### src/rtl/counter_wr_arbiter.sv
// counter_wr_arbiter: round-robin sharing of a counter's load port among NREQ requesters.
// Define CNTARB_VERIFY_EN to add the readback VERIFY state and the sticky err flag;
// without it the grant pulses together with the write strobe and err is tied low.
module counter_wr_arbiter #(
  parameter int unsigned NREQ = 4,
  parameter int unsigned DW   = 8
) (
  input  logic               clk,
  input  logic               reset,
  input  logic [NREQ-1:0]    req,
  input  logic [NREQ*DW-1:0] req_data,
  output logic [NREQ-1:0]    gnt,
  output logic               cnt_wr,
  output logic [DW-1:0]      cnt_wdata,
  input  logic [DW-1:0]      cnt_data,
  output logic               busy,
  output logic [2:0]         owner,
  output logic               err
);

  localparam int unsigned IW = (NREQ > 1) ? $clog2(NREQ) : 1;

  typedef enum logic [1:0] {
    IDLE   = 2'd0,
    WRITE  = 2'd1,
    VERIFY = 2'd2
  } state_e;

  state_e            state_q, state_d;
  logic [NREQ-1:0]   gnt_q, gnt_d;
  logic              cnt_wr_q, cnt_wr_d;
  logic [DW-1:0]     wdata_q, wdata_d;
  logic              busy_q, busy_d;
  logic [2:0]        owner_q, owner_d;

  logic              found;
  logic [2:0]        win;
  logic [DW-1:0]     win_data;
  int unsigned       idx;

`ifdef CNTARB_VERIFY_EN
  logic              err_q, err_d;
`else
  logic [DW-1:0]     unused_cnt_data;
  assign unused_cnt_data = cnt_data;
`endif

  // Round-robin search: first set request starting one past the last winner
  always_comb begin
    found = 1'b0;
    win   = owner_q;
    idx   = 0;
    for (int unsigned i = 1; i <= NREQ; i++) begin
      idx = (32'(owner_q) + i) % NREQ;
      if (!found && req[IW'(idx)]) begin
        found = 1'b1;
        win   = 3'(idx);
      end
    end
  end

  // Load value of the selected requester
  always_comb begin
    win_data = '0;
    for (int unsigned j = 0; j < NREQ; j++) begin
      if (3'(j) == win) win_data = req_data[j*DW +: DW];
    end
  end

  // Next-state and registered-output decode
  always_comb begin
    state_d  = state_q;
    gnt_d    = '0;
    cnt_wr_d = 1'b0;
    wdata_d  = wdata_q;
    owner_d  = owner_q;
`ifdef CNTARB_VERIFY_EN
    err_d    = err_q;
`endif
    case (state_q)
      IDLE: begin
        if (found) begin
          state_d  = WRITE;
          cnt_wr_d = 1'b1;
          wdata_d  = win_data;
          owner_d  = win;
`ifndef CNTARB_VERIFY_EN
          gnt_d    = NREQ'(1) << win;
`endif
        end
      end
`ifdef CNTARB_VERIFY_EN
      WRITE: begin
        state_d = VERIFY;
        gnt_d   = NREQ'(1) << owner_q;
      end
      VERIFY: begin
        state_d = IDLE;
        if (cnt_data != wdata_q) err_d = 1'b1;
      end
`else
      WRITE: state_d = IDLE;
`endif
      default: state_d = IDLE;
    endcase
    busy_d = (state_d != IDLE);
  end

  // State and output registers with synchronous reset
  always_ff @(posedge clk) begin
    if (reset) begin
      state_q  <= IDLE;
      gnt_q    <= '0;
      cnt_wr_q <= 1'b0;
      wdata_q  <= '0;
      busy_q   <= 1'b0;
      owner_q  <= 3'(NREQ - 1);
`ifdef CNTARB_VERIFY_EN
      err_q    <= 1'b0;
`endif
    end else begin
      state_q  <= state_d;
      gnt_q    <= gnt_d;
      cnt_wr_q <= cnt_wr_d;
      wdata_q  <= wdata_d;
      busy_q   <= busy_d;
      owner_q  <= owner_d;
`ifdef CNTARB_VERIFY_EN
      err_q    <= err_d;
`endif
    end
  end

  assign gnt       = gnt_q;
  assign cnt_wr    = cnt_wr_q;
  assign cnt_wdata = wdata_q;
  assign busy      = busy_q;
  assign owner     = owner_q;
`ifdef CNTARB_VERIFY_EN
  assign err       = err_q;
`else
  assign err       = 1'b0;
`endif

endmodule
### config.mk
export PLATFORM = sky130hd
export DESIGN_NAME = counter_wr_arbiter
export DESIGN_NICKNAME = d
export VERILOG_FILES = /design/src/rtl/counter_wr_arbiter.sv
export SDC_FILE = /design/constraint.sdc
export NUM_CORES = 1
export LEC_CHECK = 0
export CELL_PAD_IN_SITES_DETAIL_PLACEMENT = 1
export CELL_PAD_IN_SITES_GLOBAL_PLACEMENT = 2
export CORE_ASPECT_RATIO = 0.7
export CORE_MARGIN = 2
export CORE_UTILIZATION = 21
export CTS_CLUSTER_DIAMETER = 50
export DETAILED_ROUTE_END_ITERATION = 8
export PLACE_DENSITY = 0.8
export SLEW_MARGIN = 20
export SYNTH_ARGS = -nofsm -noshare
export SYNTH_HDL_FRONTEND = slang
export SYNTH_SLANG_ARGS = --single-unit
export TNS_END_PERCENT = 1
### constraint.sdc
create_clock -name clk -period 2.37 [get_ports clk]
set_input_delay 0.711 -clock clk [delete_from_list [all_inputs] [get_ports clk]]
set_output_delay 0.711 -clock clk [all_outputs]
set_load 0.05 [all_outputs]
Word-level counts from Yosys, hierarchy flattened

Cells that the tools add are included.

Flip-flop bits (word level): 19
Input bits: 46
Output and inout port bits: 18
Word-level logic and storage cells: 55

Add/subtract/negate cells: 4
$lt $le $gt $ge: 4
Eq/ne operators: 3
Shift operators: 1
Mux-type cells: 23
Bitwise gates (word level): 2
Reductions and logical operators: 12

Operators by type and width:

| operator            | number |
|---|---|
| $mux 8              | 4 |
| $lt 2x3->1 const B  | 4 |
| $mux 3              | 4 |
| $mux 1              | 9 |
| $bmux 1 s2          | 4 |
| $eq 2x3->1 const A  | 2 |
| $add 2x1->2 const B | 2 |
| $add 2x2->2 const B | 2 |
| $mux 2              | 2 |
| $shl 1x3->4 const A | 1 |
| $eq 1x3->1 const A  | 1 |
| $logic_and 1x1->1   | 3 |
| $logic_not 1->1     | 3 |
| $logic_not 3->1     | 1 |
| $reduce_or 3->1     | 1 |
| $logic_not 2->1     | 1 |
| $not 1->1           | 2 |
| $reduce_and 2->1    | 1 |
| $reduce_bool 2->1   | 1 |
| $reduce_or 2->1     | 1 |

Logic depth before layout (Yosys ltp)

Depth after elaboration: 18
Depth in mapped cells: 10
Mapped depth without buffers: 7

Least setup slack after synthesis

No wires, ideal clock.

Kind: input port to flip-flop
Start: input port req[1]
End: register wdata_q[6] (netlist: cnt_wdata[6])
Setup time: 80 ps
Arrival time: 2304 ps
Data required time: 2290 ps
Setup slack: -15 ps
Stages on the path: 8
Path buffers: 2
Cells stage by stage: buf_2 > and3b_1 > o21a_1 > a211o_4 > buf_6 > o21a_1 > a22o_1 > a211oi_2

Word-level cells in the longest chain between the ends: 17
Elaborated cells between the ends (all ways): 31
Those cells by class: eq/ne: 3; mux: 20; reduce/logical: 8

RTL lines:

| element                      | line | text |
|---|---|---|
| from (decl)                  | 10   | `input logic [NREQ-1:0] req,` |
| $bmux 1 s2                   | 55   | `if (!found && req[IW'(idx)]) begin` |
| $mux 1 (not written as such) | 55   |  |
| $mux 1                       | 55   |  |
| $logic_not 1->1              | 55   |  |
| $logic_and 1x1->1            | 55   |  |
| $mux 1                       | 55   |  |
| $logic_not 1->1              | 55   |  |
| $logic_and 1x1->1            | 55   |  |
| $mux 1                       | 55   |  |
| $logic_not 1->1              | 55   |  |
| $logic_and 1x1->1            | 55   |  |
| $mux 3                       | 55   |  |
| $logic_not 3->1              | 66   | `if (3'(j) == win) win_data = req_data[j*DW +: DW];` |
| $mux 8 (4 in series)         | 66   |  |
| to (signal assigned)         | 125  | `wdata_q <= wdata_d;` |
| to (decl)                    | 32   | `logic [DW-1:0] wdata_q, wdata_d;` |

Several ways; a longest one is shown, not always the timed one. The select of a mux whose other input is x is not followed.
A chain may end at the register's enable or synchronous reset.

Worst setup path in the final report

Start: input port req[0]
End: register wdata_q[4] (netlist: cnt_wdata[4])

Same word-level chain as after synthesis.

==> flow_metrics.env <==
export IMPL_synth_top_area_share_pct=26.03
export IMPL_pre_cts_slack_ns=-0.6391
export IMPL_p_leak_uw=0.0009502
export IMPL_slew_headroom_pct=66.10
export IMPL_totalWireLength_um=5465
export IMPL_p_per_area_nw_per_um2=539.4
export IMPL_yosysTopAreaCell="dfxtp_1"
export IMPL_cts_root_buf="clkbuf_8"
export IMPL_ios=64
export IMPL_final_setup_skew_ns=0.007064
export IMPL_die_w_um=103.7
export IMPL_antenna_found_initial=0
export IMPL_comb_power_share_pct=53.6
export IMPL_peakVddDrop_uv=198.4
export IMPL_pwr_share_seq_pct=28.3
export IMPL_design_core_area_um2=6756
export IMPL_gp_congestion=0.7523
export IMPL_insertedDiodeCount=0
export IMPL_routedWlPerCell_um=15.75
export IMPL_finalHoldViolCount=0
export IMPL_grt_max_degree=13
export IMPL_ys_seq_area_share_pct=26.03
export IMPL_worstHoldPathType="flop to flop"
export IMPL_finalSetupViolations=0
export IMPL_grt_first_pass_wirelength_um=8597
export IMPL_synth_area_per_cell_um2=8.257
export IMPL_switching_share_pct=39.46
export IMPL_seqCellArea_um2=381.6
export IMPL_cts_hold_buffers_added=0
export IMPL_gr_usage_all_layers_pct=14.07
export IMPL_period_needed_ns=2.281
export IMPL_via_count=1659
export IMPL_die_height_um=73.80
export IMPL_setup_worst_path_class="primary input to flop"
export IMPL_crit_fanout=8
export IMPL_cts_clk_slew_worst_paths_ns=0.07
export IMPL_ctsHtreeMaxLevel=1
export IMPL_fp_dieArea_um2=7653
export IMPL_cts_sinks=19
export IMPL_grt_pass1_vias=1673
export IMPL_status="finished clean"
export IMPL_p_int_uw=782.9
export IMPL_netlist_area_um2=1461
export IMPL_hpwlAfterDp_um=4077
export IMPL_numCtsBuffers=3
export IMPL_power_uw=1293
export IMPL_port_buffers=54
export IMPL_fin_crit_sh_pct=96.25
export IMPL_syn_inst=177
export IMPL_synth_seq_cells=19
export IMPL_route_detailed_drc=0
export IMPL_nets=300
export IMPL_worst_slew_pin_slew_ns=0.5069
export IMPL_ys_top_cells_by_area="dfxtp_1 26%, a22o_1 7.8%, a211oi_2 6.0%, nor2_1 5.7%, o311ai_0 4.2%"
export IMPL_clk_latency_ns=0.26
export IMPL_fmax_ghz=0.4384
export IMPL_drive_above_1_share_pct=28.46
export IMPL_net_switching_power_uw=510.2
export IMPL_slew_violations=0
export IMPL_rows=25
export IMPL_synthToLayoutAreaGrowth_pct=64.04
export IMPL_clkPwrFrac_pct=18.1
export IMPL_cp_start_kind="primary input"
export IMPL_required_ns=2.52
export IMPL_arrival_ns=2.43
export IMPL_drtPass1Iterations=4
export IMPL_grt_overflow=0
export IMPL_start_util_pct=21.63
export IMPL_setup_slack_ns=0.08883
export IMPL_cts_tree="yes"
export IMPL_ant_nets=0
export IMPL_cts_buffer_depth=2
export IMPL_fill_cells=812
export IMPL_vias_per_cell=4.781
export IMPL_endpoint_kind="flop"
export IMPL_place_inst=334
export IMPL_yosys_cell_types_count=45
export IMPL_drv_cap=0
export IMPL_reg2reg_setup_slack_ns=0.25
export IMPL_yosysWarningCount=0
export IMPL_initialDrtViolationCount=83
export IMPL_finalNonFillerCells=347
export IMPL_multi_input_area_um2=1023
per-layer routing:
| layer | track usage [%] | wire length [um] | vias up |
|---|---|---|---|
| met5 | 0 | 0 | - |
| met4 | 1.351 | 23 | 0 |
| met3 | 3.283 | 216 | 4 |
| met2 | 22.59 | 2387 | 41 |
| met1 | 19.98 | 2837 | 786 |
| li1 | - | - | 828 |
final timing paths:
path,endpoint,cells past startpoint,from
max,cnt_wdata[4],8,req[0]
min,cnt_wdata[6],2,cnt_wdata[6]
max reg2reg,cnt_wdata[0],8,owner[0]
min reg2reg,cnt_wdata[6],2,cnt_wdata[6]
worst max-delay path, cell delays in order:
cell      delay (ns)
buf_2           0.12
and3b_1         0.19
o21a_1          0.21
a221oi_4        0.39
a21oi_4         0.12
a222oi_1        0.37
a22o_1          0.23
a211oi_2        0.07
cells in the final DEF (no fill, tap or decap), types with 2 or more instances in the layout:
master / synthesis / final
clkdlybuf4s50_1: 0 / 48
buf_4: 5 / 32
nor2_1: 22 / 21
dfxtp_1: 19 / 18
a22o_1: 13 / 13
inv_1: 10 / 10
a21oi_1: 10 / 9
nand3_1: 7 / 7
a211oi_2: 7 / 7
nand2_1: 7 / 6
o311ai_1: 0 / 6
a222oi_1: 6 / 6
o21a_1: 5 / 4
and3_1: 4 / 4
nor3_1: 4 / 4
buf_2: 4 / 4
nor2b_1: 3 / 3
a211o_4: 1 / 3
clkbuf_8: 0 / 3
a211o_1: 3 / 2
o21ai_1: 4 / 2
o21ai_2: 0 / 2
a21oi_4: 0 / 2
nor3b_1: 2 / 2
nor4_1: 2 / 2
conb_1: 1 / 2
buf_6: 3 / 2
state kept, by name, summed over array words and instances, names as in the netlist:
signal / flops
cnt_wdata: 8
gnt: 4
owner: 3
state_q: 2
busy: 1
cnt_wr: 1
metrics by stage:
step                util (%)  hold slack, ns  area [um2]   TNS [ns]
floorplan                  -          0.6286        1465  -0.007192
global placement       32.74          0.5232        2212     -5.766
detailed placement     32.74          0.5331        2212     -6.268
CTS                    35.07          0.5439        2370          0
global route           35.48          0.5665        2397  -0.002022
finish                 35.48          0.5364        2397          0
cell type report:
cell class / count / area share [%]
clock inverter: 1 / 0.3132
inverter: 10 / 1.566
clock buffer: 3 / 1.722
sequential: 19 / 15.92
timing repair buffer: 88 / 32.88
tap: 94 / 4.906
multi-input combinational: 132 / 42.69
Yosys cell counts, drive strengths merged:
cell	number
a2111o	1
a2111oi	1
a211o	4
a211oi	8
a21oi	12
a221oi	1
a222oi	6
a22o	13
a311oi	1
a31o	1
a31oi	1
and2	2
and3	4
and3b	1
buf	14
clkbuf	4
conb	1
dfxtp	19
inv	10
nand2	7
nand2b	1
nand3	7
nor2	22
nor2b	3
nor3	5
nor3b	2
nor4	2
o211a	1
o211ai	2
o21a	5
o21ai	5
o21bai	1
o311ai	7
o31a	1
o41a	1
xnor2	1
power by group through the flow:
stage          Sequential [uW]  Combinational, uW  Clock, uW
2_1_floorplan              455                318          0
3_3_place_gp               373                626          0
3_5_place_dp               373                635          0
4_1_cts                    366                676        242
5_1_grt                    371                745        256
6_report                   366                694        233
logic make-up (layout without fill, tap and decap cells):
family,count (synthesis),count (layout),synth area share (%)
buffers and inverters,28,102,10.36
DFF,19,19,26.03
other,1,2,0.2566
and+or+nand+nor,56,56,18.66
AOI/OAI and AO/OA,72,73,44.09
xor gates and xnor gates,1,1,0.5994
timing repair:
| action | in CTS | in global routing |
|---|---|---|
| resized for setup | 29 | 10 |
| setup endpoints to repair | 10 | 8 |
| pin swaps | 13 | 10 |
| cloned | 2 | 0 |
| buffers inserted | 5 | 2 |
No activity file was read; power rests on OpenSTA's default activity.
==> edit: new RTL, config.mk and constraints unchanged <==
Take the reset off `wdata_q` and load it in a clocked block of its own.
--- a/src/rtl/counter_wr_arbiter.sv
+++ b/src/rtl/counter_wr_arbiter.sv
@@ -113,5 +113,4 @@
       gnt_q    <= '0;
       cnt_wr_q <= 1'b0;
-      wdata_q  <= '0;
       busy_q   <= 1'b0;
       owner_q  <= 3'(NREQ - 1);
@@ -123,5 +122,4 @@
       gnt_q    <= gnt_d;
       cnt_wr_q <= cnt_wr_d;
-      wdata_q  <= wdata_d;
       busy_q   <= busy_d;
       owner_q  <= owner_d;
@@ -130,4 +128,8 @@
 `endif
     end
+  end
+
+  always_ff @(posedge clk) begin
+    wdata_q <= wdata_d;
   end
 
Check against the original RTL: not equivalent (Yosys sat finds a counterexample within 4 cycles, from zero or initial values and one cycle with reset high).
==> edit against the unedited design <==
Count of clock-buffer cells in the layout unchanged; sequential cell count is the same; synthesized area decreased by 37%; setup slack better by 45 ps; register-to-register slack better by 340 ps; power fell by 24%; design area down 31%; core utilization is 3.0 points higher; first-iteration DRC count down 81%; critical path depth decreased by 4; wire length decreased by 51%; critical path type unchanged.
==> edit: results <==
set metrics [dict create \
    num_vias 881 \
    track_usage_pct 11.50 \
    finClkSkew_ps 6.564 \
    whs_endpoint "cnt_wr" \
    synth-edff-count 8 \
    firstDrtPassIters 5 \
    yosysSeqAreaShare_pct 49.66 \
    ff2ff_path_depth 4 \
    globalplace.congestion 0.7448 \
    routed_via_density 4.340 \
    slew_headroom_pct 66.40 \
    use_met1_pct 14.18 \
    holdPathStages 1 \
    postSynthCellCount 83 \
    r2r_end "cnt_wdata[7]" \
    r2r-start "owner[1]" \
    synth-compound-area-share_pct 9.582 \
    rrSetupSlack_ps 590 \
    p_leak_nw 0.6612 \
    synthTopCellsByArea "edfxtp_1, dfxtp_1, mux2i_1" \
    fillCellCount 477 \
    synth_xor_xnor_area_share_pct 0 \
    hold_start "state_q[0]" \
    grt_pass1_wl_um 4491 \
    synthMuxAreaShare_pct 18.35 \
    grt_pass1_vias 942 \
    synthTopCellsByCount "mux2i_1, dfxtp_1, edfxtp_1, o22ai_1, nand2_1" \
    ir_drop_v 0.0002674 \
    drive_above_1_share_pct 13.51 \
    htree_levels 1 \
    drtIter0Drc 16 \
    grt_max_degree 12 \
    met3_usage_pct 3.760 \
    met2_usage_pct 19.59 \
    outcome "complete, no violations" \
]
edit: routing by layer:
layer / share of wire, % / vias up
met1: 43 / 408
met5: 0 / -
met4: 0.82 / 0
met2: 51 / 30
met3: 5.6 / 2
li1: - / 441
edit: area by class of cell:
class                           count  area [sq um]  share of cell area, %
Inverter                            2         7.507                 0.4559
Timing Repair Buffer               65         625.6                  37.99
Clock buffer                        3         41.29                  2.508
Multi-Input combinational cell     58         437.9                  26.60
Sequential cell                    19         460.4                  27.96
Clock inverter                      1         5.005                 0.3040
Tap cell                           55         68.82                  4.179
edit: worst max path at each step:
stage,endpoint,cells after the start
global placement,cnt_wdata[5],4
detailed placement,cnt_wdata[5],4
global route,cnt_wdata[6],6
CTS,owner[1],1
finish,cnt_wdata[7],4
floorplan,cnt_wdata[0],6
edit: where the power goes:
part           internal, mW  switching (mW)
sequential            0.377          0.0141
combinational         0.175           0.196
clock                 0.117           0.104
edit: metrics by stage:
step	util [%]	hold WS [ps]	area, sq um	TNS, ps	worst slack (ps)
floorplan	-	435.9	930.9	0	334.9
global route	38.48	517.3	1647	0	45.32
detailed placement	37.13	468.8	1589	-1525	-225.3
CTS	38.22	478.7	1635	0	51.01
finish	38.48	478.3	1647	0	133.6
global placement	37.13	452.5	1589	-1220	-180.4
edit: what timing repair did:
action,4_1_cts,5_1_grt
endpoints found under the setup margin,0,9
endpoints found under the hold margin,0,0
resized for setup,0,2
buffers inserted,0,0
edit: kinds of logic after synthesis:
kind of cell,Yosys count
buffers and inverters,7
flip-flops,19
other,1
multiplexers,17
AO/OA/AOI/OAI,13
AND/OR/NAND/NOR,26
edit: critical path: stages:
cell and delay (ps):
clkdlybuf4s50_1 540, and3b_1 250, or4b_4 630, o22ai_1 200
